[src/rtl/cregister_arb_pkg.sv]
// ----------------------------------------------------------------------------
// cregister_arb_pkg
// Shared definitions for the cregister_arbiter block: FSM state encoding,
// default sizing constants and a constant-evaluable clog2 helper used to size
// index ports.
// ----------------------------------------------------------------------------
package cregister_arb_pkg;

  typedef enum logic [1:0] {
    ST_IDLE   = 2'd0,
    ST_LOCKED = 2'd1
  } arb_state_e;

  localparam int DEF_NREQ      = 4;
  localparam int DEF_DATAWIDTH = 8;
  localparam int DEF_CNTWIDTH  = 16;

  // Ceiling log2, never below 1 so that index vectors always have a bit.
  function automatic int clog2(input int value);
    int r;
    int v;
    r = 0;
    v = value - 1;
    while (v > 0) begin
      r = r + 1;
      v = v >> 1;
    end
    if (r < 1) r = 1;
    return r;
  endfunction

endpackage

[src/rtl/rr_arbiter_core.sv]
// ----------------------------------------------------------------------------
// rr_arbiter_core
// Purely combinational round-robin pick. The eligible mask is rotated so that
// bit i_ptr lands at position 0, the lowest set bit is selected, and the
// resulting offset is rotated back into an absolute requester index.
//
// Ports:
//   i_elig   [NREQ-1:0]  eligible requesters
//   i_ptr    [IDXW-1:0]  index where the priority search starts
//   o_grant  [NREQ-1:0]  one-hot grant (all zero when nothing eligible)
//   o_idx    [IDXW-1:0]  index of the granted requester
//   o_valid              a grant was made
// ----------------------------------------------------------------------------
module rr_arbiter_core #(
  parameter int NREQ = 4,
  parameter int IDXW = 2
) (
  input  logic [NREQ-1:0] i_elig,
  input  logic [IDXW-1:0] i_ptr,
  output logic [NREQ-1:0] o_grant,
  output logic [IDXW-1:0] o_idx,
  output logic            o_valid
);

  localparam logic [IDXW:0] NREQ_W = (IDXW+1)'(NREQ);

  logic [2*NREQ-1:0] w_dbl;
  logic [NREQ-1:0]   w_rot;
  logic [IDXW-1:0]   w_off;
  logic [IDXW:0]     w_sum;

  always_comb begin
    // Doubling the mask turns the rotate into a plain right shift.
    w_dbl   = {i_elig, i_elig} >> i_ptr;
    w_rot   = w_dbl[NREQ-1:0];
    w_off   = '0;
    o_valid = 1'b0;
    // Descending scan so the lowest set bit wins.
    for (int i = NREQ - 1; i >= 0; i--) begin
      if (w_rot[i]) begin
        w_off   = IDXW'(i);
        o_valid = 1'b1;
      end
    end
    w_sum = {1'b0, w_off} + {1'b0, i_ptr};
    if (w_sum >= NREQ_W) w_sum = w_sum - NREQ_W;
    o_idx   = w_sum[IDXW-1:0];
    o_grant = o_valid ? (NREQ'(1) << o_idx) : '0;
  end

endmodule

[src/rtl/cregister_arbiter.sv]
// ----------------------------------------------------------------------------
// cregister_arbiter
// Shared-write front end for a single data register. Up to NREQ producers
// request writes; a round-robin arbiter picks at most one per cycle, loads its
// data into the register and returns a one-cycle acknowledge. All outputs are
// registered, so there is no combinational path from req/req_data to outputs.
//
// Build option: define CREG_ARB_LOCK_EN to add the lock port and the LOCKED
// state, in which only the current owner may write and the round-robin pointer
// is frozen. Without the macro the FSM never leaves IDLE.
//
// Ports:
//   clk, reset_n                 clock (rising edge), async active-low reset
//   req       [NREQ-1:0]         write request per requester
//   req_data  [NREQ*DATAWIDTH]   requester i data at [i*DATAWIDTH +: DATAWIDTH]
//   lock      [NREQ-1:0]         hold-ownership request (CREG_ARB_LOCK_EN only)
//   ack       [NREQ-1:0]         one-hot write acknowledge pulse
//   reg_data  [DATAWIDTH-1:0]    current register value
//   reg_valid                    register written at least once since reset
//   reg_update                   pulse: reg_data was loaded this cycle
//   owner     [clog2(NREQ)-1:0]  most recent writer
//   write_count [CNTWIDTH-1:0]   saturating count of completed writes
// ----------------------------------------------------------------------------
module cregister_arbiter
  import cregister_arb_pkg::*;
#(
  parameter int NREQ      = DEF_NREQ,
  parameter int DATAWIDTH = DEF_DATAWIDTH,
  parameter int CNTWIDTH  = DEF_CNTWIDTH
) (
  input  logic                      clk,
  input  logic                      reset_n,
  input  logic [NREQ-1:0]           req,
  input  logic [NREQ*DATAWIDTH-1:0] req_data,
`ifdef CREG_ARB_LOCK_EN
  input  logic [NREQ-1:0]           lock,
`endif
  output logic [NREQ-1:0]           ack,
  output logic [DATAWIDTH-1:0]      reg_data,
  output logic                      reg_valid,
  output logic                      reg_update,
  output logic [clog2(NREQ)-1:0]    owner,
  output logic [CNTWIDTH-1:0]       write_count
);

  localparam int IDXW = clog2(NREQ);

  logic [NREQ-1:0]      r_ack;
  logic [DATAWIDTH-1:0] r_data;
  logic                 r_valid;
  logic                 r_update;
  logic [IDXW-1:0]      r_owner;
  logic [CNTWIDTH-1:0]  r_count;
  logic [IDXW-1:0]      r_ptr;
  arb_state_e           r_state;

  logic [NREQ-1:0]      w_elig;
  logic [NREQ-1:0]      w_grant;
  logic [IDXW-1:0]      w_idx;
  logic                 w_vld;
  logic [DATAWIDTH-1:0] w_wdata;
  logic [IDXW-1:0]      w_next_ptr;

  // A requester acknowledged this cycle is still showing its old request, so
  // it is masked; while LOCKED only the owner can compete.
  always_comb begin
    w_elig = req & ~r_ack;
    if (r_state == ST_LOCKED) w_elig = w_elig & (NREQ'(1) << r_owner);
  end

  rr_arbiter_core #(
    .NREQ (NREQ),
    .IDXW (IDXW)
  ) u_core (
    .i_elig  (w_elig),
    .i_ptr   (r_ptr),
    .o_grant (w_grant),
    .o_idx   (w_idx),
    .o_valid (w_vld)
  );

  always_comb begin
    w_wdata = '0;
    for (int i = 0; i < NREQ; i++) begin
      if (w_idx == IDXW'(i)) w_wdata = req_data[i*DATAWIDTH +: DATAWIDTH];
    end
  end

  assign w_next_ptr = (w_idx == IDXW'(NREQ - 1)) ? '0 : w_idx + IDXW'(1);

  always_ff @(posedge clk or negedge reset_n) begin
    if (!reset_n) begin
      r_ack    <= '0;
      r_data   <= '0;
      r_valid  <= 1'b0;
      r_update <= 1'b0;
      r_owner  <= '0;
      r_count  <= '0;
      r_ptr    <= '0;
      r_state  <= ST_IDLE;
    end else begin
      r_ack    <= w_grant;
      r_update <= w_vld;
      if (w_vld) begin
        r_data  <= w_wdata;
        r_owner <= w_idx;
        r_valid <= 1'b1;
        if (r_count != '1) r_count <= r_count + CNTWIDTH'(1);
        // The pointer is frozen while a lock holds ownership.
        if (r_state == ST_IDLE) r_ptr <= w_next_ptr;
      end
`ifdef CREG_ARB_LOCK_EN
      case (r_state)
        ST_IDLE: begin
          if (w_vld && lock[w_idx]) r_state <= ST_LOCKED;
        end
        ST_LOCKED: begin
          // Releasing the lock does not cancel a write granted this cycle.
          if (!lock[r_owner]) r_state <= ST_IDLE;
        end
        default: r_state <= ST_IDLE;
      endcase
`endif
    end
  end

  assign ack         = r_ack;
  assign reg_data    = r_data;
  assign reg_valid   = r_valid;
  assign reg_update  = r_update;
  assign owner       = r_owner;
  assign write_count = r_count;

endmodule

[config.mk]
export PLATFORM = sky130hd
export DESIGN_NAME = cregister_arbiter
export DESIGN_NICKNAME = d
export VERILOG_FILES = /design/src/rtl/cregister_arb_pkg.sv /design/src/rtl/rr_arbiter_core.sv /design/src/rtl/cregister_arbiter.sv
export SDC_FILE = /design/constraint.sdc
export NUM_CORES = 1
export LEC_CHECK = 0
export CORE_AREA = 5 5 73 75
export CTS_CLUSTER_DIAMETER = 120
export DETAILED_ROUTE_END_ITERATION = 10
export DIE_AREA = 0 0 78 80
export PLACE_DENSITY = 0.77
export SYNTH_ARGS = -nofsm -noshare
export SYNTH_HDL_FRONTEND = slang
export SYNTH_SLANG_ARGS = --single-unit
export TNS_END_PERCENT = 10
[constraint.sdc]
create_clock -name clk -period 1.85 [get_ports clk]
set_clock_uncertainty 0.15 [all_clocks]
set_input_delay 0.185 -clock clk [delete_from_list [all_inputs] [get_ports clk]]
set_output_delay 0.185 -clock clk [all_outputs]
set_load 0.05 [all_outputs]
After elaboration in Yosys (flattened, before gate mapping)

Cells that the tools add are included.

Add/subtract/negate cells: 4
Multipliers: 0
Div/mod/pow operators: 0
$lt $le $gt $ge: 1
Equal/unequal tests: 5
Shift-type cells: 3
Multiplexer cells: 16
Bitwise logic cells: 3
Reductions and logical operators: 4

Operator list:

| operator              | number |
|---|---|
| $mux 8                | 4 |
| $add 16x1->16 const B | 1 |
| $ne 16x16->1 const B  | 1 |
| $mux 2                | 6 |
| $and 4x4->4           | 2 |
| $mux 4                | 2 |
| $shl 1x2->4 const A   | 2 |
| $shr 8x2->4           | 1 |
| $eq 2x1->1 const B    | 2 |
| $eq 2x2->1 const B    | 2 |
| $logic_not 2->1       | 2 |
| $mux 1                | 4 |
| $not 4->4             | 1 |
| $reduce_and 2->1      | 2 |
| $add 2x2->3           | 1 |
| $ge 3x3->1 const B    | 1 |
| $add 2x1->2 const B   | 1 |
| $sub 2x1->2 const B   | 1 |

Register bits: 34
Bits in latches: 0
Memory bits (writable): 0
Bits in read-only memories: 0
Input port bits: 38
Output and inout port bits: 32
Memories: 0

Longest topological paths before layout

Depth after elaboration: 17
Gate-level depth with buffers: 6
Depth with buffers taken out: 6

Cells and area by module

Synthesis repeated with hierarchy kept, for this count alone.

Cells, all modules: 154
Area total of the unflattened synthesis: 1826.8 um2

Modules (own cells, without submodules):

| module            | instances | cells each | area an instance (um2) | seq. area each (um2) |
|---|---|---|---|---|
| cregister_arbiter | 1         | 116        | 1556.5                 | 800.8 |
| rr_arbiter_core   | 1         | 38         | 270.3                  | 0.0 |

Least setup slack after synthesis

Ideal clock, no wire load.

Kind: flip-flop to flip-flop
Start point: register r_ack[0] (netlist: ack[0])
End point: register r_count[12] (netlist: write_count[12])
Data arrival time: 1853 ps
Required time: 1575 ps
Path slack: -278 ps
Stages on the path, launching flop included: 7
Buffers on the path: 0
Clock period less this slack: 2128 ps
Cells stage by stage: dfrtp_1 -> nand2b_1 -> inv_1 -> nor4_4 -> inv_1 -> nand4_1 -> mux2_2

Longest elaborated chain between the ends: 10

Ends and longest elaborated chain:

| element                             | RTL line                 | source |
|---|---|---|
| start, declared                     | cregister_arbiter.sv:48  | `logic [NREQ-1:0] r_ack;` |
| start signal, assigned              | cregister_arbiter.sv:102 | `r_ack <= w_grant;` |
| $not 4->4 *                         | cregister_arbiter.sv:67  | `w_elig = req & ~r_ack;` |
| $and 4x4->4 *                       | cregister_arbiter.sv:67  |  |
| $and 4x4->4                         | cregister_arbiter.sv:68  | `if (r_state == ST_LOCKED) w_elig = w_elig & (NREQ'(1) << r_owner);` |
| $mux 4 *                            | cregister_arbiter.sv:68  |  |
| $shr 8x2->4 *                       | rr_arbiter_core.sv:34    | `w_dbl = {i_elig, i_elig} >> i_ptr;` |
| $mux 1 (3 in a row)                 | rr_arbiter_core.sv:40    | `if (w_rot[i]) begin` |
| $mux 1 *                            | rr_arbiter_core.sv:40    |  |
| net u_core.o_valid                  | rr_arbiter_core.sv:22    | `output logic o_valid` |
| $reduce_and 2->1 (no source line) * | --                       |  |
| end signal, assigned                | cregister_arbiter.sv:108 | `if (r_count != '1) r_count <= r_count + CNTWIDTH'(1);` |
| end, declared                       | cregister_arbiter.sv:53  | `logic [CNTWIDTH-1:0] r_count;` |

Mark *: on every way through the listed nets, which the timed path passes. The rest lies on a longest branch.
A chain may end at the register's enable or synchronous reset.

Final worst setup path

Start point: input port req[3]
End point: register r_count[4] (netlist: write_count[4])

Longest elaborated chain between the ends: 9

Ends and longest elaborated chain:

| element                             | RTL line                | source |
|---|---|---|
| start, declared                     | cregister_arbiter.sv:33 | `input logic [NREQ-1:0] req,` |
| $and 4x4->4 *                       | cregister_arbiter.sv:67 |  |
| $and 4x4->4                         | cregister_arbiter.sv:68 |  |
| $mux 4 *                            | cregister_arbiter.sv:68 |  |
| $shr 8x2->4 *                       | rr_arbiter_core.sv:34   |  |
| $mux 1 (3 in a row)                 | rr_arbiter_core.sv:40   |  |
| $mux 1 *                            | rr_arbiter_core.sv:40   |  |
| $reduce_and 2->1 (no source line) * | --                      |  |

Mark *: on every way between the ends. The rest lies on a longest branch, timed or not.

==> results.toml <==
[global_routing]
grt_remaining_overflow = 0
grt_max_degree = 33
first_global_vias = 1773
antenna_found_initial = 0
grt_pass1_wl_mm = 8.62
grt_usage_pct = 17.6

[detailed_routing]
routed_wl_mm = 5.16
wl_per_cell_um = 16.2
dr.pass1.iters = 4
viasPerCell = 5.33
drc = 0
dr_total_vias = 1699
drt.antenna.violating_nets = 0
drt_iter0_drc = 86

[sta]
final-hold-violation-count = 0
worst_pin_slew_ns = 0.501
period_minus_slack_ns = 1.78
timing.final.crit_share_pct = 96.2
max_freq_mhz = 562
slew_viol_final = 0
finalSetupTns_ns = 0
slew_headroom_pct = 66.5
rsz0062_at_grt = "yes"
finalSetupViolations = 0

[critical_path]
crit_chain = "clkdlybuf4s50_1 -> nor2b_1 -> nor4_4 -> buf_4 -> nor4b_1 -> xor2_1"
crit_type = "primary input to flop"
critPathMaxStageDelay_ns = 0.49
cp.arrival_ns = 1.84
cp_top_family = "simple AND/OR/NAND/NOR gates"
crit_buf_inv = 2
slowest_stage = "clkdlybuf4s50_1"
endpoint_kind = "flop"
critical_path.max_fanout = 5
cp.required_ns = 1.91
startpoint_type = "primary input"

[yosys]
ys_top_cells_by_area = "dfrtp_1 (47%), nor3_1 (4.1%), nand3_1 (3.5%)"
synth.largest_area_cell = "dfrtp_1"
synthesis.area_um2 = 1710
synth-edff-count = 0
yosys_register_bits = 32
async_flop_share_pct = 100
synth.distinct_cells = 38
synthCells = 175
synth.top_cell.area_share_pct = 47.0
syn_area_per_cell_um2 = 9.75
synth_seq_area_share_pct = 47.0
synth.net_count = 214
ys.flop_type = "dfrtp_1"
ys_warn_count = 2

[place]
gp_congestion = 0.821
dp_hpwl_mm = 4.02
io_buffer_count = 69

[layout]
num-fill-cells = 400
fin_nets = 303
mostFrequentLayoutCells = "buf_4 (47), clkdlybuf4s50_1 (41), dfrtp_1 (17), dfrtp_2 (15), nor3_1 (14)"
drive_gt1_share_pct = 30.9
area_delta_synth_final_pct = 57.7
final_util_pct = 58.5
layout_commonest_cell = "buf_4"
diodes = 0

[pwr]
ir_drop_uv = 733
leakagePower_nw = 1.15
powerDensity_nw_per_um2 = 1130

[floorplanning]
core_area_um2 = 4600
initial_utilization_pct = 37.1
dieArea_um2 = 6240
ios = 70
die_h_um = 80
core.rowCount = 25
die_x_um = 78

[clock_tree]
cts_num_sinks = 32
cts_buffer_depth = 2
clkLatencyLatePin_ns = 0.29
cts_buffers = 5
clk_pin_slew_ns = 0.07
cts-root-buf = "clkbuf_8"
cts_setup_buffers = 0
cts_tree = "built"
htreeDepth = 2

[worst_hold_path]
min_path_type = "primary input to async pin"

[run]
cap_violations = 0

[outcome]
status = "finished clean"
layout make-up:
class / count / area (µm²) / share of cell area (%)
Clock buffer: 7 / 96.3 / 3.58
Clock inverter: 1 / 30.0 / 1.12
Multi-Input combinational cell: 131 / 881 / 32.8
Inverter: 5 / 18.8 / 0.698
Tap cell: 54 / 67.6 / 2.51
Timing Repair Buffer: 89 / 776 / 28.9
Sequential cell: 32 / 820 / 30.5
what timing repair did:
| action | 4_1_cts | 5_1_grt |
|---|---|---|
| resized for setup | 0 | 3 |
| hold buffers | 0 | 0 |
| endpoints found under the setup margin | 0 | 4 |
per-stage QoR:
| step | setup slack, ns | power [mW] | cell area (µm²) | hold slack [ns] | std cells |
|---|---|---|---|---|---|
| floorplan | -0.0777 | 1.80 | 1740 | -0.261 | 175 |
| finish | 0.0697 | 3.04 | 2690 | 0.148 | 319 |
| detailed placement | -0.215 | 2.31 | 2550 | 0.306 | 311 |
| global route | -0.00210 | 3.21 | 2690 | 0.194 | 319 |
| global placement | -0.0934 | 2.28 | 2550 | 0.329 | 311 |
| CTS | 0.0441 | 3.06 | 2680 | 0.158 | 319 |
state kept, by name, indices dropped and copies added, names as in the netlist:
signal,flops
write_count,16
owner,2
reg_update,1
reg_valid,1
ack,4
reg_data,8
metal layers:
metal	vias up	wire length, µm	GRT usage [%]
met4	0	101	7.26
met5	-	0	0
li1	827	-	-
met1	805	2100	21.5
met2	59	2650	28.8
met3	8	310	5.08
power by group:
| group | total [mW] | switching [mW] | leakage [nW] | internal, mW |
|---|---|---|---|---|
| Clock | 0.744 | 0.269 | 0.0645 | 0.475 |
| Combinational | 1.28 | 0.801 | 0.718 | 0.482 |
| Sequential | 1.01 | 0.160 | 0.372 | 0.850 |
synthesized netlist by cell type, drive strengths merged, types with 4 or more instances:
| library cell | count |
|---|---|
| o21ai | 12 |
| inv | 5 |
| nand3 | 12 |
| nor2 | 9 |
| xnor2 | 5 |
| nand2b | 6 |
| nand4 | 8 |
| nand2 | 12 |
| clkbuf | 6 |
| xor2 | 5 |
| dfrtp | 32 |
| o211ai | 6 |
| a2bb2oi | 5 |
| a21oi | 4 |
| nor3 | 14 |
worst paths after layout:
check | to | start | slack [ns] | cells past startpoint
min in group clk | reg_data[6]$_DFFE_PN0P_ | req_data[6] | 0.31 | 3
setup / recovery | write_count[4]$_DFFE_PN0P_ | req[3] | 0.07 | 6
hold reg to reg | reg_valid$_DFFE_PN0P_ | reg_valid$_DFFE_PN0P_ | 0.32 | 1
setup reg to reg | write_count[4]$_DFFE_PN0P_ | ack[3]$_DFF_PN0_ | 0.07 | 5
max in group asynchronous | write_count[4]$_DFFE_PN0P_ | reset_n | 1.08 | 2
hold / removal | write_count[6]$_DFFE_PN0P_ | reset_n | 0.15 | 2
worst register-to-register path, cell delays in order (launching register included):
cell and delay [ns]:
dfrtp_2 0.41, nor2b_1 0.30, nor4_4 0.10, buf_4 0.17
nor4b_1 0.40, xor2_1 0.18
logic make-up (layout without fill, tap and decap cells):
| group | after synthesis | in the layout | share of synthesized area, % |
|---|---|---|---|
| simple gates | 76 | 76 | 26.0 |
| mux | 5 | 5 | 3.15 |
| xor+xnor | 10 | 10 | 5.14 |
| buf+inv | 12 | 102 | 2.71 |
| flops | 32 | 32 | 47.0 |
| compound gates | 39 | 39 | 15.3 |
| fa+ha+maj | 1 | 1 | 0.734 |
Note: power is estimated with default switching activity, not from simulation.
